<file path="src/rtl/i2c_pkg.sv">
// Shared types and constants for the I2C register target.
package i2c_pkg;

  localparam int   I2C_BYTE_W = 8;
  localparam logic I2C_ACK    = 1'b0;
  localparam logic I2C_NACK   = 1'b1;

  typedef enum logic [3:0] {
    ST_IDLE,
    ST_ADDR,
    ST_ADDR_ACK,
    ST_PTR,
    ST_PTR_ACK,
    ST_WDATA,
    ST_WDATA_ACK,
    ST_RDATA,
    ST_RDATA_ACK
  } i2c_tgt_state_t;

endpackage

</file>
<file path="src/rtl/i2c_bus_sync.sv">
// I2C bus input conditioning: 2-FF synchronizers on SCL/SDA, one history
// stage each, and single-clk pulses for SCL edges and START/STOP conditions.
module i2c_bus_sync (
  input  logic clk,
  input  logic rst,
  input  logic scl,
  input  logic sda_in,
  output logic sda_lvl,
  output logic scl_rise,
  output logic scl_fall,
  output logic start_det,
  output logic stop_det
);

  // [0] first sync stage, [1] synchronized level, [2] previous level
  logic [2:0] scl_sh;
  logic [2:0] sda_sh;

  // Synchronizer chains reset to the idle (released, high) bus level
  always_ff @(posedge clk or posedge rst) begin
    if (rst) begin
      scl_sh <= 3'b111;
      sda_sh <= 3'b111;
    end else begin
      scl_sh <= {scl_sh[1:0], scl};
      sda_sh <= {sda_sh[1:0], sda_in};
    end
  end

  // Edge and bus-condition decode from synchronized level versus history
  always_comb begin
    sda_lvl   = sda_sh[1];
    scl_rise  = scl_sh[1] & ~scl_sh[2];
    scl_fall  = ~scl_sh[1] & scl_sh[2];
    start_det = ~sda_sh[1] & sda_sh[2] & scl_sh[1];
    stop_det  = sda_sh[1] & ~sda_sh[2] & scl_sh[1];
  end

endmodule

</file>
<file path="src/rtl/i2c_reg_target.sv">
// I2C target with a byte-wide register pointer. Address byte, pointer byte,
// then data bytes written to or read from an external register port.
// Optional feature macro: I2C_TGT_AUTOINC_EN -- when defined the pointer
// post-increments after every write strobe and every read-byte load;
// otherwise it stays where the pointer byte put it.
module i2c_reg_target
  import i2c_pkg::*;
#(
  parameter logic [6:0] SLAVE_ADDR = 7'h50,
  parameter int         PTR_W      = 4
) (
  input  logic             clk,
  input  logic             rst,
  input  logic             scl,
  input  logic             sda_in,
  output logic             sda_oe,
  output logic             reg_we,
  output logic [PTR_W-1:0] reg_addr,
  output logic [7:0]       reg_wdata,
  input  logic [7:0]       reg_rdata,
  output logic             busy
);

`ifdef I2C_TGT_AUTOINC_EN
  localparam bit AUTOINC = 1'b1;
`else
  localparam bit AUTOINC = 1'b0;
`endif

  logic sda_lvl, scl_rise, scl_fall, start_det, stop_det;

  i2c_bus_sync u_sync (
    .clk      (clk),
    .rst      (rst),
    .scl      (scl),
    .sda_in   (sda_in),
    .sda_lvl  (sda_lvl),
    .scl_rise (scl_rise),
    .scl_fall (scl_fall),
    .start_det(start_det),
    .stop_det (stop_det)
  );

  i2c_tgt_state_t              state, state_next;
  logic [2:0]                  bit_cnt, cnt_next;
  logic [I2C_BYTE_W-1:0]       shift, shift_next;
  logic [I2C_BYTE_W-1:0]       byte_in;
  logic                        rw, rw_next;
  logic                        oe_next, we_next, busy_next, load_rd;
  logic [PTR_W-1:0]            addr_next;
  logic [7:0]                  wdata_next;

  // Control and output registers; everything returns to idle on reset
  always_ff @(posedge clk or posedge rst) begin
    if (rst) begin
      state     <= ST_IDLE;
      bit_cnt   <= 3'd0;
      sda_oe    <= 1'b0;
      rw        <= 1'b0;
      reg_we    <= 1'b0;
      reg_addr  <= '0;
      reg_wdata <= 8'h00;
      busy      <= 1'b0;
    end else begin
      state     <= state_next;
      bit_cnt   <= cnt_next;
      sda_oe    <= oe_next;
      rw        <= rw_next;
      reg_we    <= we_next;
      reg_addr  <= addr_next;
      reg_wdata <= wdata_next;
      busy      <= busy_next;
    end
  end

  // Byte shift register; contents are meaningless between bytes so no reset
  always_ff @(posedge clk) begin
    shift <= shift_next;
  end

  // Next-state and datapath decode; START/STOP take priority over any state
  always_comb begin
    state_next = state;
    cnt_next   = bit_cnt;
    shift_next = shift;
    oe_next    = sda_oe;
    rw_next    = rw;
    we_next    = 1'b0;
    addr_next  = reg_addr;
    wdata_next = reg_wdata;
    load_rd    = 1'b0;
    byte_in    = {shift[6:0], sda_lvl};

    // Post-increment lands the clk after the strobe so reg_addr is stable with reg_we
    if (AUTOINC && reg_we) addr_next = reg_addr + PTR_W'(1);

    if (start_det) begin
      state_next = ST_ADDR;
      cnt_next   = 3'd0;
      oe_next    = 1'b0;
    end else if (stop_det) begin
      state_next = ST_IDLE;
      cnt_next   = 3'd0;
      oe_next    = 1'b0;
    end else begin
      case (state)
        ST_ADDR: begin
          if (scl_rise) begin
            shift_next = byte_in;
            cnt_next   = bit_cnt + 3'd1;
            if (bit_cnt == 3'd7) begin
              // General call (address 0) is never acknowledged
              if (byte_in[7:1] == SLAVE_ADDR && byte_in[7:1] != 7'd0) begin
                state_next = ST_ADDR_ACK;
                rw_next    = byte_in[0];
              end else begin
                state_next = ST_IDLE;
              end
            end
          end
        end
        ST_PTR, ST_WDATA: begin
          if (scl_rise) begin
            shift_next = byte_in;
            cnt_next   = bit_cnt + 3'd1;
            if (bit_cnt == 3'd7) begin
              if (state == ST_PTR) begin
                addr_next  = byte_in[PTR_W-1:0];
                state_next = ST_PTR_ACK;
              end else begin
                wdata_next = byte_in;
                we_next    = 1'b1;
                state_next = ST_WDATA_ACK;
              end
            end
          end
        end
        ST_ADDR_ACK, ST_PTR_ACK, ST_WDATA_ACK: begin
          // First fall pulls SDA low for the 9th bit, second fall ends it
          if (scl_fall) begin
            if (!sda_oe) begin
              oe_next = ~I2C_ACK;
            end else begin
              oe_next  = 1'b0;
              cnt_next = 3'd0;
              if (state == ST_ADDR_ACK && rw) begin
                state_next = ST_RDATA;
                load_rd    = 1'b1;
              end else if (state == ST_ADDR_ACK) begin
                state_next = ST_PTR;
              end else begin
                state_next = ST_WDATA;
              end
            end
          end
        end
        ST_RDATA: begin
          if (scl_rise) begin
            cnt_next = bit_cnt + 3'd1;
            if (bit_cnt == 3'd7) state_next = ST_RDATA_ACK;
          end else if (scl_fall) begin
            if (bit_cnt == 3'd0) begin
              load_rd = 1'b1;
            end else begin
              // Rotate rather than shift so the register keeps the whole byte
              shift_next = {shift[6:0], shift[7]};
              oe_next    = ~shift[6];
            end
          end
        end
        ST_RDATA_ACK: begin
          if (scl_fall) begin
            oe_next = 1'b0;
          end else if (scl_rise) begin
            cnt_next   = 3'd0;
            state_next = (sda_lvl == I2C_NACK) ? ST_IDLE : ST_RDATA;
          end
        end
        default: ;
      endcase
    end

    // Read byte load: sample register, drive its MSB, advance pointer
    if (load_rd) begin
      shift_next = reg_rdata;
      oe_next    = ~reg_rdata[7];
      if (AUTOINC) addr_next = reg_addr + PTR_W'(1);
    end

    busy_next = (state_next != ST_IDLE) && (state_next != ST_ADDR);
  end

endmodule
</file>
<file path="config.mk">
export PLATFORM = sky130hd
export DESIGN_NAME = i2c_reg_target
export DESIGN_NICKNAME = d
export VERILOG_FILES = /design/src/rtl/i2c_pkg.sv /design/src/rtl/i2c_bus_sync.sv /design/src/rtl/i2c_reg_target.sv
export SDC_FILE = /design/constraint.sdc
export NUM_CORES = 1
export LEC_CHECK = 0
export ABC_AREA = 0
export BUFFER_PORTS_ARGS = -buffer_cell sky130_fd_sc_hd__buf_2
export CAP_MARGIN = 20
export CORE_MARGIN = 1.5
export CORE_UTILIZATION = 30
export CTS_CLUSTER_DIAMETER = 150
export CTS_CLUSTER_SIZE = 20
export DETAILED_ROUTE_END_ITERATION = 6
export MAX_ROUTING_LAYER = met4
export SLEW_MARGIN = 10
export SYNTH_ARGS = -nofsm -noshare
export SYNTH_HDL_FRONTEND = slang
export SYNTH_SLANG_ARGS = --single-unit
</file>
<file path="constraint.sdc">
create_clock -name clk -period 4.9 [get_ports clk]
set_input_delay 0.98 -clock clk [delete_from_list [all_inputs] [get_ports clk]]
set_output_delay 0.98 -clock clk [all_outputs]
set_load 0.005 [all_outputs]
</file>
==> flow_summary.json, run 1 <==
{
  "yosysMostFrequentCell": "dfrtp_1",
  "cts_hold_buf": 0,
  "synthTopCellsByArea": "dfrtp_1, edfxtp_1, mux2_2",
  "fin_ws_ns": 2.065,
  "async_flop_share": 0.7838,
  "final_cells": 270,
  "syn_area_per_cell_um2": 11.30,
  "start_util": 0.3171,
  "period_share": 0.5786,
  "r2r_setup_slack_ns": 2.06,
  "gp_congestion": 0.8741,
  "placementRows": 28,
  "clock_skew_ns": 0.004499,
  "avgViaCountPerCell": 5.152,
  "final_cell_area_mm2": 0.002187,
  "hold_class": "flip-flop to flip-flop",
  "clkSlewWorstSetupHoldPaths_ns": 0.07,
  "layout_min_cycle_time_ns": 2.835,
  "min_from": "u_sync.sda_sh[0]",
  "drv_slew": 0,
  "antenna_found_initial": 0,
  "drtIter0Drc": 94,
  "synth_area_mm2": 0.001922,
  "placed_cell_area_mm2": 0.002097,
  "utilization": 0.3609,
  "worstSetupPathType": "flip-flop to flip-flop",
  "grt_setup_unrepaired": "no",
  "cts_made_buffers": 5,
  "synth-xor-area-share": 0.01367,
  "hold_depth": 0,
  "synth_seq_cells": 37,
  "grt_max_degree": 30,
  "finalSetupViolCount": 0,
  "yosys_warnings": 0,
  "hpwl_um": 2750,
  "syn2layout_area_growth_pct": 13.80,
  "status": "completed",
  "synth_top_area_share": 0.2995,
  "clock_sinks": 37,
  "worstSetupStartpointType": "flip-flop",
  "grt_pass1_wl_um": 6672,
  "reg2regPathDepth": 5,
  "placed_cells": 262,
  "syn_inst": 170,
  "antenna_cells": 0,
  "io_pins": 27,
  "ir_worst_vdd_uv": 198.0,
  "grt.total_usage": 0.1237,
  "netlist.top_cell.by_area": "dfrtp_1",
  "critPathArrivalTime_ns": 2.88,
  "clockBufferDepth": 2,
  "die_h_um": 83.04,
  "fin_tns_setup_ns": 0,
  "htree_levels": 2,
  "grt-ovfl-total": 0,
  "die_w_um": 83.04,
  "r2r_start": "state[3]",
  "postCtsSetupRepairBufs": 0,
  "first_pass_iters": 4,
  "cap_violations": 0,
  "end_kind": "flip-flop",
  "p_leak_nw": 0.9791,
  "synth_compound_area_frac": 0.1133,
  "drive_above_1_share": 0.3487,
  "cp_max_fo": 21,
  "tritoncts": "yes",
  "drtAntennaViolNets": 0,
  "ys.flop_type": "dfrtp_1",
  "wirelength_um": 3977,
  "max_slew.worst_pin.slew_ns": 0.9606,
  "synth_nets": 185,
  "slew_headroom": 0.3583,
  "nNetsFinal": 209,
  "vias": 1391,
  "synth_mux_area_frac": 0.1328,
  "numPortBuffers": 26,
  "power_uw": 915.3,
  "hold_viol_final": 0,
  "yosysUniqueCellTypes": 46,
  "clk_latency_ns": 0.29,
  "max_freq_ghz": 0.3527,
  "core-area_mm2": 0.006061,
  "synth_top_family_by_area": "simple AND/OR/NAND/NOR gates",
  "nFillCells": 603,
  "die_area_mm2": 0.006896,
  "grt_pass1_vias": 1313,
  "pre_cts_ws_ns": 2.085,
  "pwr_density_cell_mw_per_mm2": 418.5,
  "synth_edf_count": 8,
  "r2r-end": "shift[7]",
  "drc": 0,
  "cts_resized": 0,
  "hold_end": "u_sync.sda_sh[1]",
  "cts_root_buf": "clkbuf_8",
  "wl_per_cell_um": 14.73,
  "synthAdderAreaFrac": 0.01953,
  "synth_common_cells": "dfrtp_1, mux2_2, nor2_1",
  "yosysSeqAreaShare": 0.5065,
  "whs_ns": 0.3554,
  "crit_required_ns": 4.95,
  "yosys.area_share.simple": 0.1686
}
==> sequential cells by signal, indices dropped and copies added, names as in the netlist <==
name	cells
rw	1
busy	1
bit_cnt	3
reg_wdata	8
shift	8
u_sync.sda_sh	3
reg_addr	4
state	4
reg_we	1
sda_oe	1
u_sync.scl_sh	3
==> layout make-up <==
cell class	instances	area [um^2]	share of cell area
tap	75	93.84	0.04291
clock buffer	8	90.09	0.04119
inverter	7	26.28	0.01201
sequential	37	973.4	0.4451
multi-input combinational	115	860.8	0.3936
timing repair buffer	28	142.6	0.06522
==> power by group <==
group	leakage [nW]	switching [mW]	internal [mW]
Sequential	0.447	0.0780	0.362
Combinational	0.487	0.144	0.117
Clock	0.0455	0.100	0.115
==> kinds of logic after synthesis <==
group                      after synthesis
AOI/OAI and AO/OA                       33
xor gates and xnor gates                 3
adders and majority gates                3
buffers and inverters                   18
DFF                                     37
muxes                                   23
and+or+nand+nor                         53
==> cell usage in the layout (no fill, tap or decap), drive strengths merged, types with 2 or more instances in the layout <==
cell    count
buf        28
dfrtp      23
mux2       20
nor2       14
a21oi      10
nand2       8
edfxtp      8
clkbuf      8
inv         7
dfstp       6
nand2b      5
o21ai       3
nor4b       3
or2         3
mux2i       3
o22ai       3
nand4b      3
a31oi       3
ha          3
xor2        2
nor2b       2
nor3        2
o31ai       2
o21bai      2
a311oi      2
nor3b       2
o211ai      2
nand3b      2
nor4        2
==> per-layer routing <==
| metal | track usage | vias to the layer above | wire [um] |
|---|---|---|---|
| met5 | - | - | 0 |
| met4 | 0.04242 | 0 | 62 |
| met3 | 0.02783 | 6 | 144 |
| met2 | 0.1870 | 28 | 1897 |
| met1 | 0.1642 | 691 | 1872 |
| li1 | - | 666 | - |
==> worst max-delay path, stage by stage, from the launching register on <==
cell      delay, ns
dfrtp_1        0.71
nand2b_1       0.37
nor4_1         0.11
o21bai_1       0.78
o31ai_1        0.35
buf_2          0.27
==> how the worst max path moves through the flow <==
stage / end / slack (ns) / startpoint / cells past startpoint
3_3_place_gp: shift[3] / 2.11 / state[3] / 4
3_5_place_dp: shift[3] / 2.08 / state[3] / 5
2_1_floorplan: shift[0] / 2.73 / u_sync.sda_sh[1] / 5
6_report: shift[7] / 2.06 / state[3] / 5
4_1_cts: shift[3] / 2.08 / state[3] / 5
5_1_grt: shift[7] / 1.85 / state[3] / 5
Note: power is estimated with default switching activity, not from simulation.
==> inputs of run 2 (changes only) <==
==> constraint.sdc (replaced) <==
create_clock -name clk -period 2.4 [get_ports clk]
set_input_delay 0.48 -clock clk [delete_from_list [all_inputs] [get_ports clk]]
set_output_delay 0.48 -clock clk [all_outputs]
set_load 0.005 [all_outputs]
==> run 2 against run 1 <==
Final area up 5.2%; first-iteration DRC count down 12%; routed wire length up 4.1%; final cell count up 5.6%; clock-buffer cell count down 1; highest routed layer unchanged.
==> flow_summary.json, run 2 (synthesized netlist as in run 1, its figures left out) <==
{
  "drive_above_1_share": 0.4000,
  "clkSlewWorstSetupHoldPaths_ns": 0.08,
  "grt_max_degree": 30,
  "utilization": 0.3796,
  "start_util": 0.3171,
  "clockBufferDepth": 2,
  "critPathArrivalTime_ns": 2.26,
  "postCtsSetupRepairBufs": 0,
  "placementRows": 28,
  "tritoncts": "yes",
  "pwr_density_cell_mw_per_mm2": 841.3,
  "worstSetupStartpointType": "flip-flop",
  "numPortBuffers": 26,
  "max_slew.worst_pin.slew_ns": 0.7379,
  "drc": 0,
  "grt.total_usage": 0.1275,
  "cts_resized": 1,
  "die_h_um": 83.04,
  "hold_class": "primary input to async pin",
  "drtAntennaViolNets": 0,
  "ir_worst_vdd_uv": 365.5,
  "cap_violations": 0,
  "grt_pass1_wl_um": 6996,
  "status": "completed",
  "power_mw": 1.936,
  "grt_pass1_vias": 1410,
  "vias": 1446,
  "crit_required_ns": 2.43,
  "wirelength_um": 4140,
  "cp_max_fo": 15,
  "cts_made_buffers": 5,
  "grt_setup_unrepaired": "no",
  "htree_levels": 2,
  "gp_congestion": 0.8588,
  "grt-ovfl-total": 0,
  "final_common_cell": "buf_2",
  "hpwl_um": 3037,
  "placed_cell_area_mm2": 0.002212,
  "io_pins": 27,
  "antenna_found_initial": 0,
  "hold_viol_final": 0,
  "largestRegisters": "reg_wdata x8, shift x8",
  "die_w_um": 83.04,
  "drv_slew": 0,
  "syn2layout_area_growth_pct": 19.73,
  "drtIter0Drc": 83,
  "reg2regPathDepth": 6,
  "max_freq_ghz": 0.4480,
  "final_cell_area_mm2": 0.002301,
  "worstSetupPathType": "flip-flop to flip-flop",
  "avgViaCountPerCell": 5.074,
  "clock_skew_ns": 0.007154,
  "nNetsFinal": 224,
  "layout_min_cycle_time_ns": 2.232,
  "period_share": 0.9300,
  "end_kind": "flip-flop",
  "clock_sinks": 37,
  "wl_per_cell_um": 14.53,
  "p_leak_nw": 1.048,
  "die_area_mm2": 0.006896,
  "finalSetupViolCount": 0,
  "cts_hold_buf": 0,
  "slew_headroom": 0.5051,
  "final_cell_mix": "buf_2, dfrtp_1, mux2_2, buf_4, nor2_1",
  "clk_latency_ns": 0.28,
  "first_pass_iters": 4,
  "core-area_mm2": 0.006061,
  "cts_root_buf": "clkbuf_8",
  "antenna_cells": 0
}
-- run 2: final timing paths --
path / from / endpoint / slack (ns)
max: state[1] / shift[4] / 0.17
min: rst / bit_cnt[0] / 0.27
max reg2reg: state[1] / shift[4] / 0.17
min reg2reg: u_sync.sda_sh[0] / u_sync.sda_sh[1] / 0.36
max in group asynchronous: rst / u_sync.scl_sh[2] / 1.81
min in group clk: scl / u_sync.scl_sh[0] / 0.29
-- run 2: worst max-delay path, cell delays in order (launching register included) --
cell	delay, ns
dfrtp_1	0.38
buf_4	0.19
nor2b_1	0.18
nor4b_1	0.16
o21bai_1	0.47
buf_4	0.26
mux2_2	0.35
-- run 2: metal layers --
metal  track usage  share of wire  up-vias
met2        0.2069           0.49       57
li1              -              -      696
met5             -              0        -
met4       0.03485         0.0097        0
met3       0.02783          0.055        4
met1        0.1614           0.44      689
-- run 2: power by group --
| group | switching [mW] | leakage, nW | internal, mW | total (mW) |
|---|---|---|---|---|
| Clock | 0.211 | 0.0385 | 0.205 | 0.416 |
| Sequential | 0.0571 | 0.447 | 0.741 | 0.798 |
| Combinational | 0.417 | 0.563 | 0.304 | 0.721 |
-- run 2: area by class of cell --
type,count,area (um^2)
well taps,75,93.84
flip-flops and latches,37,973.4
multi-input cells,115,865.8
repair buffers,43,257.7
clock inverters,1,7.507
clock buffers,7,76.32
fillers,597,3760
inverters,7,26.28
-- run 2: metrics by stage --
step / hold slack (ns) / setup TNS, ns / instances / setup slack (ns)
global route: 0.2801 / 0 / 285 / 0.1088
global placement: 0.3473 / 0 / 277 / 0.05352
finish: 0.2687 / 0 / 285 / 0.1680
CTS: 0.2757 / 0 / 285 / 0.1936
floorplan: 0.3452 / 0 / 170 / 0.2259
detailed placement: 0.3484 / -0.04224 / 277 / -0.005526
